===== src/rtl/pulse_train_gen.sv =====
// Pulse-train generator: N pulses of H high / L low cycles on a registered data line.
// Latency: data rises one cycle after the start edge; no backpressure, start is ignored while busy.
module pulse_train_gen #(
    parameter int CNT_W = 8,
    parameter int NUM_W = 8
) (
    input  logic             clk,
    input  logic             rst,
    input  logic             start,
    input  logic             abort,
    input  logic [CNT_W-1:0] high_len,
    input  logic [CNT_W-1:0] low_len,
    input  logic [NUM_W-1:0] num_pulses,
    output logic             data,
    output logic             busy,
    output logic             done,
    output logic [NUM_W-1:0] pulse_cnt
);

    typedef enum logic [1:0] {IDLE, HIGH, LOW} state_t;

    state_t           state_q, state_d;
    logic [CNT_W-1:0] phase_q, phase_d;
    logic [CNT_W-1:0] h_q, h_d;
    logic [CNT_W-1:0] l_q, l_d;
    logic [NUM_W-1:0] rem_q, rem_d;
    logic [NUM_W-1:0] cnt_d;
    logic             data_d, busy_d, done_d;
    logic [CNT_W-1:0] h_eff, l_eff;

    // Zero-length phases are stretched to one cycle.
    assign h_eff = (high_len == '0) ? CNT_W'(1) : high_len;
    assign l_eff = (low_len  == '0) ? CNT_W'(1) : low_len;

    always_comb begin
        state_d = state_q;
        phase_d = phase_q;
        h_d     = h_q;
        l_d     = l_q;
        rem_d   = rem_q;
        cnt_d   = pulse_cnt;
        data_d  = data;
        busy_d  = busy;
        done_d  = 1'b0;

        unique case (state_q)
            IDLE: begin
                if (start && !abort) begin
                    h_d   = h_eff;
                    l_d   = l_eff;
                    cnt_d = '0;
                    if (num_pulses == '0) begin
                        done_d = 1'b1;
                    end else begin
                        state_d = HIGH;
                        data_d  = 1'b1;
                        busy_d  = 1'b1;
                        cnt_d   = NUM_W'(1);
                        rem_d   = num_pulses - NUM_W'(1);
                        phase_d = h_eff - CNT_W'(1);
                    end
                end
            end
            HIGH: begin
                if (abort) begin
                    state_d = IDLE;
                    data_d  = 1'b0;
                    busy_d  = 1'b0;
                end else if (phase_q != '0) begin
                    phase_d = phase_q - CNT_W'(1);
                end else if (rem_q != '0) begin
                    state_d = LOW;
                    data_d  = 1'b0;
                    phase_d = l_q - CNT_W'(1);
                end else begin
                    // Last pulse ends the train directly, no trailing low phase.
                    state_d = IDLE;
                    data_d  = 1'b0;
                    busy_d  = 1'b0;
                    done_d  = 1'b1;
                end
            end
            LOW: begin
                if (abort) begin
                    state_d = IDLE;
                    data_d  = 1'b0;
                    busy_d  = 1'b0;
                end else if (phase_q != '0) begin
                    phase_d = phase_q - CNT_W'(1);
                end else begin
                    state_d = HIGH;
                    data_d  = 1'b1;
                    cnt_d   = pulse_cnt + NUM_W'(1);
                    rem_d   = rem_q - NUM_W'(1);
                    phase_d = h_q - CNT_W'(1);
                end
            end
            default: begin
                state_d = IDLE;
                data_d  = 1'b0;
                busy_d  = 1'b0;
            end
        endcase
    end

    always_ff @(posedge clk) begin
        if (rst) begin
            state_q   <= IDLE;
            phase_q   <= '0;
            h_q       <= '0;
            l_q       <= '0;
            rem_q     <= '0;
            pulse_cnt <= '0;
            data      <= 1'b0;
            busy      <= 1'b0;
            done      <= 1'b0;
        end else begin
            state_q   <= state_d;
            phase_q   <= phase_d;
            h_q       <= h_d;
            l_q       <= l_d;
            rem_q     <= rem_d;
            pulse_cnt <= cnt_d;
            data      <= data_d;
            busy      <= busy_d;
            done      <= done_d;
        end
    end

endmodule


===== config.mk =====
export PLATFORM = sky130hd
export DESIGN_NAME = pulse_train_gen
export DESIGN_NICKNAME = d
export VERILOG_FILES = /design/src/rtl/pulse_train_gen.sv
export SDC_FILE = /design/constraint.sdc
export NUM_CORES = 1
export LEC_CHECK = 0
export BUFFER_PORTS_ARGS = -buffer_cell sky130_fd_sc_hd__buf_2
export CAP_MARGIN = 15
export CELL_PAD_IN_SITES_DETAIL_PLACEMENT = 1
export CELL_PAD_IN_SITES_GLOBAL_PLACEMENT = 1
export CORE_UTILIZATION = 39
export CTS_CLUSTER_DIAMETER = 100
export CTS_CLUSTER_SIZE = 24
export DETAILED_ROUTE_END_ITERATION = 8
export PLACE_DENSITY = 0.88
export SETUP_SLACK_MARGIN = 0.2
export SYNTH_ARGS = -nofsm -noshare
export SYNTH_HDL_FRONTEND = slang
export SYNTH_SLANG_ARGS = --single-unit

===== constraint.sdc =====
create_clock -name clk -period 2.6 [get_ports clk]
set_clock_uncertainty 0.1 [all_clocks]
set_input_delay 0.26 -clock clk [delete_from_list [all_inputs] [get_ports clk]]
set_output_delay 0.26 -clock clk [all_outputs]
set_load 0.05 [all_outputs]

Word level (Yosys, flattened, before mapping)
Cells that the tools add are included.
- register bits: 45
- latch bits: 0
- memory bits (writable): 0
- bits in read-only memories: 0
- input port bits: 28
- output and inout port bits: 11
- logic and storage cells: 90
- memories kept: 0
- add/sub/neg operators: 7
- multiply operators: 0
- divide/modulo/power cells: 0
- $lt $le $gt $ge: 0
- equal/unequal tests: 12
- shifts and indexed selects: 0
- muxes and demuxes: 46
- bitwise gates (word level): 0
- reductions and logical operators: 16
- operator list (cell ; number):
    $mux W8 ; 16
    $sub A8 B1 Y8 const B ; 6
    $pmux W8 S2 ; 2
    $logic_not A8 Y1 ; 3
    $pmux W8 S3 ; 1
    $mux W1 ; 16
    $reduce_bool A8 Y1 ; 2
    $mux W2 ; 7
    $ne A2 B2 Y1 const B ; 6
    $ne A3 B3 Y1 const B ; 4
    $reduce_and A5 Y1 ; 2
    $add A8 B1 Y8 const B ; 1
    $reduce_and A4 Y1 ; 2
    $pmux W1 S3 ; 2
    $pmux W2 S3 ; 1
    $reduce_and A6 Y1 ; 1
    $reduce_bool A3 Y1 ; 1
    $eq A2 B1 Y1 const B ; 1
    $eq A2 B2 Y1 const B ; 1
    $logic_not A2 Y1 ; 1
    $pmux W1 S2 ; 1
    $reduce_and A2 Y1 ; 1
    $reduce_bool A2 Y1 ; 1
    $logic_and A1 B1 Y1 ; 1
    $logic_not A1 Y1 ; 1

Longest topological paths before layout
Gate-level depths: netlist (run 1).
- depth after elaboration: 6
- gate-level depth with buffers: 11
- depth with buffers taken out: 10

Least setup slack after synthesis (run 1)
OpenSTA, ideal clock, no wires.
- path type: register -> register
- start: reg state_q[0]
- end: reg rem_q[6]
- data arrival time: 2.563 ns
- data required time: 2.385 ns
- slack: -0.178 ns
- stages on the path, launching flop included: 12
- cell sequence: dfxtp_1 -> inv_1 -> ha_1 -> buf_2 -> buf_1 -> mux2i_1 -> ha_1 -> o21ai_1 -> nor2_1 -> mux2_1 -> and3_1 -> a31o_1
- cells in the longest elaborated chain, start to end: 3
- RTL lines (element ; line ; RTL):
    from (decl) ; 22 ; state_t state_q, state_d;
    from (signal assigned) ; 118 ; state_q <= state_d;
    $eq A2 B2 Y1 or $logic_not A2 Y1 (tied branches) ; 46 ; unique case (state_q)
    $ne A2 B2 Y1 (no line) or $reduce_bool A2 Y1 (tied branches) ; -- ;
    $reduce_and A5 Y1 (no line) ; -- ;
    to (signal assigned) ; 122 ; rem_q <= rem_d;
    to (decl) ; 26 ; logic [NUM_W-1:0] rem_q, rem_d;
Parallel ways exist; a longest one is shown, timed or not.
A chain may end at the register's enable or synchronous reset.

Worst setup path after layout (run 1)
Ends and elaborated chain as after synthesis.

==> results of run 1 <==
==> layout make-up <==
type / instances / area, sq um / share of cell area [%]
clock buffers: 7 / 96.3 / 2.85
clock inverters: 1 / 5.00 / 0.148
inverters: 16 / 60.1 / 1.78
multi-input cells: 300 / 1950 / 57.7
flip-flops and latches: 45 / 903 / 26.7
well taps: 99 / 124 / 3.66
repair buffers: 45 / 243 / 7.17
==> cell usage in the layout (no fill, tap or decap), types with 4 or more instances in the layout <==
| cell type | netlist | layout |
|---|---|---|
| a21oi_1 | 35 | 35 |
| a31oi_1 | 6 | 6 |
| and3_1 | 7 | 7 |
| buf_2 | 3 | 38 |
| buf_4 | 0 | 7 |
| clkbuf_8 | 0 | 7 |
| dfxtp_1 | 45 | 43 |
| ha_1 | 11 | 9 |
| inv_1 | 14 | 13 |
| mux2i_1 | 12 | 12 |
| nand2_1 | 50 | 50 |
| nand2b_1 | 5 | 5 |
| nand3_1 | 7 | 7 |
| nand4_1 | 4 | 4 |
| nor2_1 | 35 | 35 |
| nor3_1 | 13 | 13 |
| nor4_1 | 8 | 8 |
| o211ai_1 | 5 | 5 |
| o21ai_0 | 8 | 8 |
| o21ai_1 | 7 | 7 |
| or3_1 | 4 | 4 |
| or4_1 | 4 | 4 |
| xnor2_1 | 8 | 8 |
| xor2_1 | 15 | 15 |
==> cells by family (layout without fill, tap and decap cells) <==
logic type | after synthesis | in the layout
AO/OA/AOI/OAI | 98 | 98
XOR/XNOR | 23 | 23
adder cells (fa/ha/maj) | 11 | 11
buffers and inverters | 34 | 69
flip-flops | 45 | 45
multiplexers | 13 | 13
AND/OR/NAND/NOR | 154 | 155
==> synth_stat cells (all sizes together), types with 3 or more instances <==
cell	n
a211oi	4
o21a	3
xnor2	8
o31ai	4
or4	5
nand4	4
or3	4
xor2	15
nor4	8
ha	11
mux2i	12
a21oi	35
o21ai	15
buf	7
nor3	15
o2111ai	3
nand3	7
nor3b	3
a31oi	7
nor2	36
dfxtp	45
o221ai	3
nand2	50
nand2b	5
and3	7
inv	14
clkbuf	11
o211ai	5
a22oi	3
==> stage by stage <==
stage	std cells	worst slack, ns	power, W	util, %	hold WS [ns]
after CTS	512	0.205	0.00250	46.2	0.0966
after floorplan	378	0.217	0.00172	-	0.296
after global routing	513	0.114	0.00268	46.4	0.101
after global placement	504	0.252	0.00196	44.8	0.350
after detailed placement	504	0.141	0.00201	44.8	0.363
final	513	0.191	0.00253	46.4	0.0949
==> worst max-delay path: stages (launching register included) <==
cell,delay [ns]
dfxtp_2,0.35
inv_2,0.08
ha_4,0.18
mux2i_1,0.25
ha_2,0.24
o21ai_1,0.15
nor2_1,0.25
mux2_1,0.34
and3_1,0.18
a31o_1,0.18
==> flip-flops by register name, summed over array words and instances (netlist names) <==
signal / flops
h_q: 8
l_q: 8
phase_q: 8
pulse_cnt: 8
rem_q: 8
state_q: 2
busy: 1
data: 1
done: 1
==> timing repair <==
item | in CTS | in global routing
endpoints found under the setup margin | 0 | 12
setup buffers | 0 | 0
gates resized for setup | 0 | 4
==> layer usage <==
| layer | track usage (%) | part of all wire (%) | vias up | routed length (um) |
|---|---|---|---|---|
| li1 | - | - | 1432 | - |
| met1 | 28.7 | 48 | 1456 | 4060 |
| met2 | 38.7 | 48 | 46 | 4090 |
| met3 | 3.05 | 2.5 | 10 | 212 |
| met4 | 5.34 | 1.4 | 0 | 120 |
| met5 | 0 | 0 | - | 0 |
==> worst paths after layout <==
kind	end	slack [ns]	cells after the start
worst max-delay path	rem_q[6]$_SDFFE_PP0P_	0.19	9
worst min-delay path	l_q[2]$_SDFFE_PP0P_	0.09	3
worst max register to register	rem_q[6]$_SDFFE_PP0P_	0.19	9
worst min register to register	l_q[7]$_SDFFE_PP0P_	0.38	2
==> power groups by stage <==
stage	Sequential (W)	Combinational (W)	Clock, W
after CTS	0.000872	0.00113	0.000500
final	0.000875	0.00117	0.000489
after global routing	0.000889	0.00127	0.000524
after floorplan	0.000900	0.000818	0
after global placement	0.000879	0.00108	0
after detailed placement	0.000888	0.00112	0
==> results.json, run 1 <==
{
  "power.leakage_nw": 1.32,
  "worstSetupPathType": "reg -> reg",
  "core_sq_um": 7290,
  "antenna_found_initial": 0,
  "hp-class": "in -> reg",
  "nets": 452,
  "drive_above_1_share_pct": 17.9,
  "worstReg2RegStart": "state_q[0]$_SDFFE_PP0P_",
  "grt_pass1_wl_um": 13800,
  "yosys.area.top_type_share_pct": 30.4,
  "tightest_slew_ns": 0.585,
  "synthToLayoutAreaGrowth_pct": 14.3,
  "post_dp_cell_area_sq_um": 3260,
  "clockBufferDepth": 2,
  "fin_crit_ns": 2.41,
  "synth_cells": 378,
  "cp-end-kind": "flip-flop",
  "yosys_most_used_dff": "dfxtp_1",
  "fin_setup_tns_ns": 0,
  "synth_seq_cells": 45,
  "die_width_um": 89.1,
  "syn_nets": 417,
  "rsz0062_at_grt": "yes",
  "numPortBuffers": 38,
  "drv_cap": 0,
  "synthMuxAreaShare_pct": 4.44,
  "slew_viol_final": 0,
  "firstDrtPassIters": 4,
  "grtUsageTotal_pct": 22.1,
  "grt_overflow_total": 0,
  "async_flop_share_pct": 0,
  "yosysSeqAreaShare_pct": 30.4,
  "synth_top_cell_by_area": "dfxtp_1",
  "finalHoldViolCount": 0,
  "h-tree-depth": 2,
  "antenna_cells": 0,
  "synthXorXnorAreaFrac_pct": 6.81,
  "power_density_nw_per_um2": 748,
  "combPwrFrac_pct": 46.1,
  "crit_fanout": 5,
  "wl_per_cell_um": 16.5,
  "cts_tree": "done",
  "synth-warning-count": 0,
  "cts_hold_buf": 0,
  "p_sw_share_pct": 42.4,
  "numCtsBuffers": 5,
  "yosys.area_share.simple_pct": 26.4,
  "synth_edf_count": 0,
  "via_count": 2944,
  "dpl.hpwl_um": 6360,
  "synth_area_leaders": "dfxtp_1, nand2_1, a21oi_1, ha_1, nor2_1",
  "wl_um": 8480,
  "critPathLaunch": "state_q[0]$_SDFFE_PP0P_",
  "power_frac_clock_pct": 19.3,
  "internal-power_w": 0.00146,
  "ant_nets": 0,
  "seqPwrFrac_pct": 34.6,
  "drcViolationCount": 0,
  "timing.fmax_ghz": 0.415,
  "synth_compound_area_share_pct": 22.5,
  "ioPinCount": 39,
  "switchingPower_w": 0.00107,
  "start_util_pct": 40.6,
  "first_iter_violations": 191,
  "die_h_um": 89.1,
  "synth_area_sq_um": 2960,
  "synth_top_family_by_area": "simple AND/OR/NAND/NOR gates",
  "path_clk_slew_ns": 0.09,
  "finalCritPeriodShare_pct": 92.7,
  "grt_pass1_vias": 2807,
  "critPathArrivalTime_ns": 2.51,
  "max-slew-margin-rel_pct": 60.7,
  "vdd_ir_drop_max_mv": 0.283,
  "avgSynthCellArea_sq_um": 7.83,
  "status": "finished, final reports clean",
  "vias_per_cell": 5.74,
  "clock_sinks": 45,
  "synth_fa_ha_area_share_pct": 4.65,
  "start_kind": "flip-flop",
  "rows": 31,
  "grt_max_degree": 35,
  "finalInstanceArea_sq_um": 3380,
  "root_buffer": "clkbuf_8",
  "setup_violations": 0,
  "crit_required_ns": 2.70,
  "die-area_sq_um": 7940,
  "hp-start": "low_len[2]",
  "place_congestion": 0.888,
  "synth_cell_type_count": 63,
  "fill_cells": 941,
  "insertion_delay_ns": 0.31
}
No activity file was read; power rests on OpenSTA's default activity.
==> inputs of run 2 (changes only) <==
==> constraint.sdc (replaced) <==
create_clock -name clk -period 2.6 [get_ports clk]
set_clock_uncertainty 0.1 [all_clocks]
set_input_delay 0.13 -clock clk [delete_from_list [all_inputs] [get_ports clk]]
set_output_delay 0.13 -clock clk [all_outputs]
set_load 0.05 [all_outputs]
==> results.json, run 2 (synthesized netlist as in run 1, its figures left out) <==
{
  "status": "finished, final reports clean",
  "antenna_found_initial": 0,
  "ant_nets": 0,
  "root_buffer": "clkbuf_8",
  "dr_wl_met3_um": 356,
  "final_common_cell": "nand2_1",
  "fin_crit_ns": 2.30,
  "drive_above_1_share_pct": 18.4,
  "wl_per_cell_um": 17.1,
  "grt_pass1_vias": 3017,
  "h-tree-depth": 2,
  "dpl.hpwl_um": 6390,
  "p_sw_share_pct": 41.2,
  "start_kind": "flip-flop",
  "wl_um": 8960,
  "drv_cap": 0,
  "firstDrtPassIters": 5,
  "met1_length_um": 4020,
  "die-area_sq_um": 7940,
  "crit_fanout": 20,
  "cts_tree": "done",
  "seqPwrFrac_pct": 32.9,
  "power_w": 0.00266,
  "fin_setup_tns_ns": 0,
  "cp-end-kind": "flip-flop",
  "slew_viol_final": 0,
  "power_density_nw_per_um2": 757,
  "critPathArrivalTime_ns": 2.41,
  "antenna_cells": 0,
  "wl_met2_um": 4410,
  "vdd_ir_drop_max_mv": 0.231,
  "numCtsBuffers": 5,
  "worstHoldPathCells": 3,
  "place_congestion": 0.856,
  "crit_required_ns": 2.70,
  "grtUsageTotal_pct": 22.9,
  "setup_violations": 0,
  "seqCellArea_sq_um": 903,
  "power.leakage_nw": 1.38,
  "internal-power_w": 0.00156,
  "path_clk_slew_ns": 0.09,
  "core_sq_um": 7290,
  "first_iter_violations": 148,
  "finalHoldViolCount": 0,
  "clock_sinks": 45,
  "hp-class": "in -> reg",
  "rr_worst_depth": 9,
  "worstSetupPathType": "reg -> reg",
  "insertion_delay_ns": 0.30,
  "combPwrFrac_pct": 46.0,
  "grt_max_degree": 35,
  "utilization_pct": 48.1,
  "multi_input_area_sq_um": 1960,
  "die_width_um": 89.1,
  "vias_per_cell": 5.73,
  "grt_overflow_total": 0,
  "rsz0062_at_grt": "no",
  "power_frac_clock_pct": 21.1,
  "rows": 31,
  "clockBufferDepth": 2,
  "switchingPower_w": 0.00110,
  "die_h_um": 89.1,
  "tightest_slew_ns": 0.630,
  "grt_pass1_wl_um": 14100,
  "max-slew-margin-rel_pct": 57.6,
  "ioPinCount": 39,
  "fill_cells": 942,
  "numPortBuffers": 38,
  "top_layer": "met4",
  "start_util_pct": 40.6,
  "drcViolationCount": 0,
  "synthToLayoutAreaGrowth_pct": 18.6,
  "via_count": 2997,
  "nets": 462,
  "finalCritPeriodShare_pct": 88.6,
  "timing.fmax_ghz": 0.434,
  "layout_common_cells": "nand2_1, dfxtp_1, buf_2"
}
-- run 2: changes by cell type in the layout (fill, tap and decap cells not counted), sizes merged --
cell         change
nor2             -1
bufinv           +1
dlygate4sd3      +7
clkinv           -1
buf              +4
-- run 2: what timing repair did --
action | in CTS | in global routing
resized for setup | 1 | 7
hold endpoints to repair | 7 | 0
hold buffers | 7 | 0
setup endpoints to repair | 1 | 11
buffers inserted | 0 | 3
pin swaps | 0 | 2
-- run 2: worst paths after layout --
| path | to | startpoint | slack, ns |
|---|---|---|---|
| setup reg to reg | rem_q[6]$_SDFFE_PP0P_ | state_q[0]$_SDFFE_PP0P_ | 0.30 |
| hold / removal | l_q[0]$_SDFFE_PP0P_ | low_len[0] | 0.01 |
| setup / recovery | rem_q[6]$_SDFFE_PP0P_ | state_q[0]$_SDFFE_PP0P_ | 0.30 |
| hold reg to reg | h_q[7]$_SDFFE_PP0P_ | h_q[7]$_SDFFE_PP0P_ | 0.38 |
-- run 2: power groups by stage --
stage	logic [W]	registers (W)	clock network [W]
floorplan	0.000818	0.000900	0
global placement	0.00109	0.000879	0
detailed placement	0.00113	0.000886	0
CTS	0.00116	0.000872	0.000568
global route	0.00132	0.000885	0.000598
finish	0.00122	0.000876	0.000560
-- run 2: final cells by class --
class | instances | area share (%)
Inverter | 16 | 1.71
Clock inverter | 1 | 0.855
Sequential cell | 45 | 25.7
Multi-Input combinational cell | 299 | 55.8
Timing Repair Buffer | 56 | 9.87
Tap cell | 99 | 3.53
Clock buffer | 7 | 2.46
-- run 2: critical path: stages, from the launching register on --
cell and delay (ns):
dfxtp_2 0.35, inv_2 0.08, ha_4 0.19, buf_6 0.20, nor3b_1 0.26, o21ai_2 0.15, nor2_2 0.17, mux2_1 0.34
and3_1 0.18, a31o_1 0.18
-- run 2: stage by stage --
step / setup slack [ns] / hold WS, ns / cell area (sq um) / cells
after floorplan: 0.217 / 0.166 / 2990 / 378
after global placement: 0.328 / 0.287 / 3270 / 505
after detailed placement: 0.203 / 0.293 / 3270 / 505
after CTS: 0.232 / 0.00276 / 3460 / 520
after global routing: 0.188 / 0.0135 / 3510 / 523
final: 0.297 / 0.0138 / 3510 / 523
-- run 2: routing by layer --
metal	up-vias	track usage, %
li1	1457	-
met1	1434	28.3
met2	87	39.8
met3	19	4.71
met4	0	7.50
met5	-	0
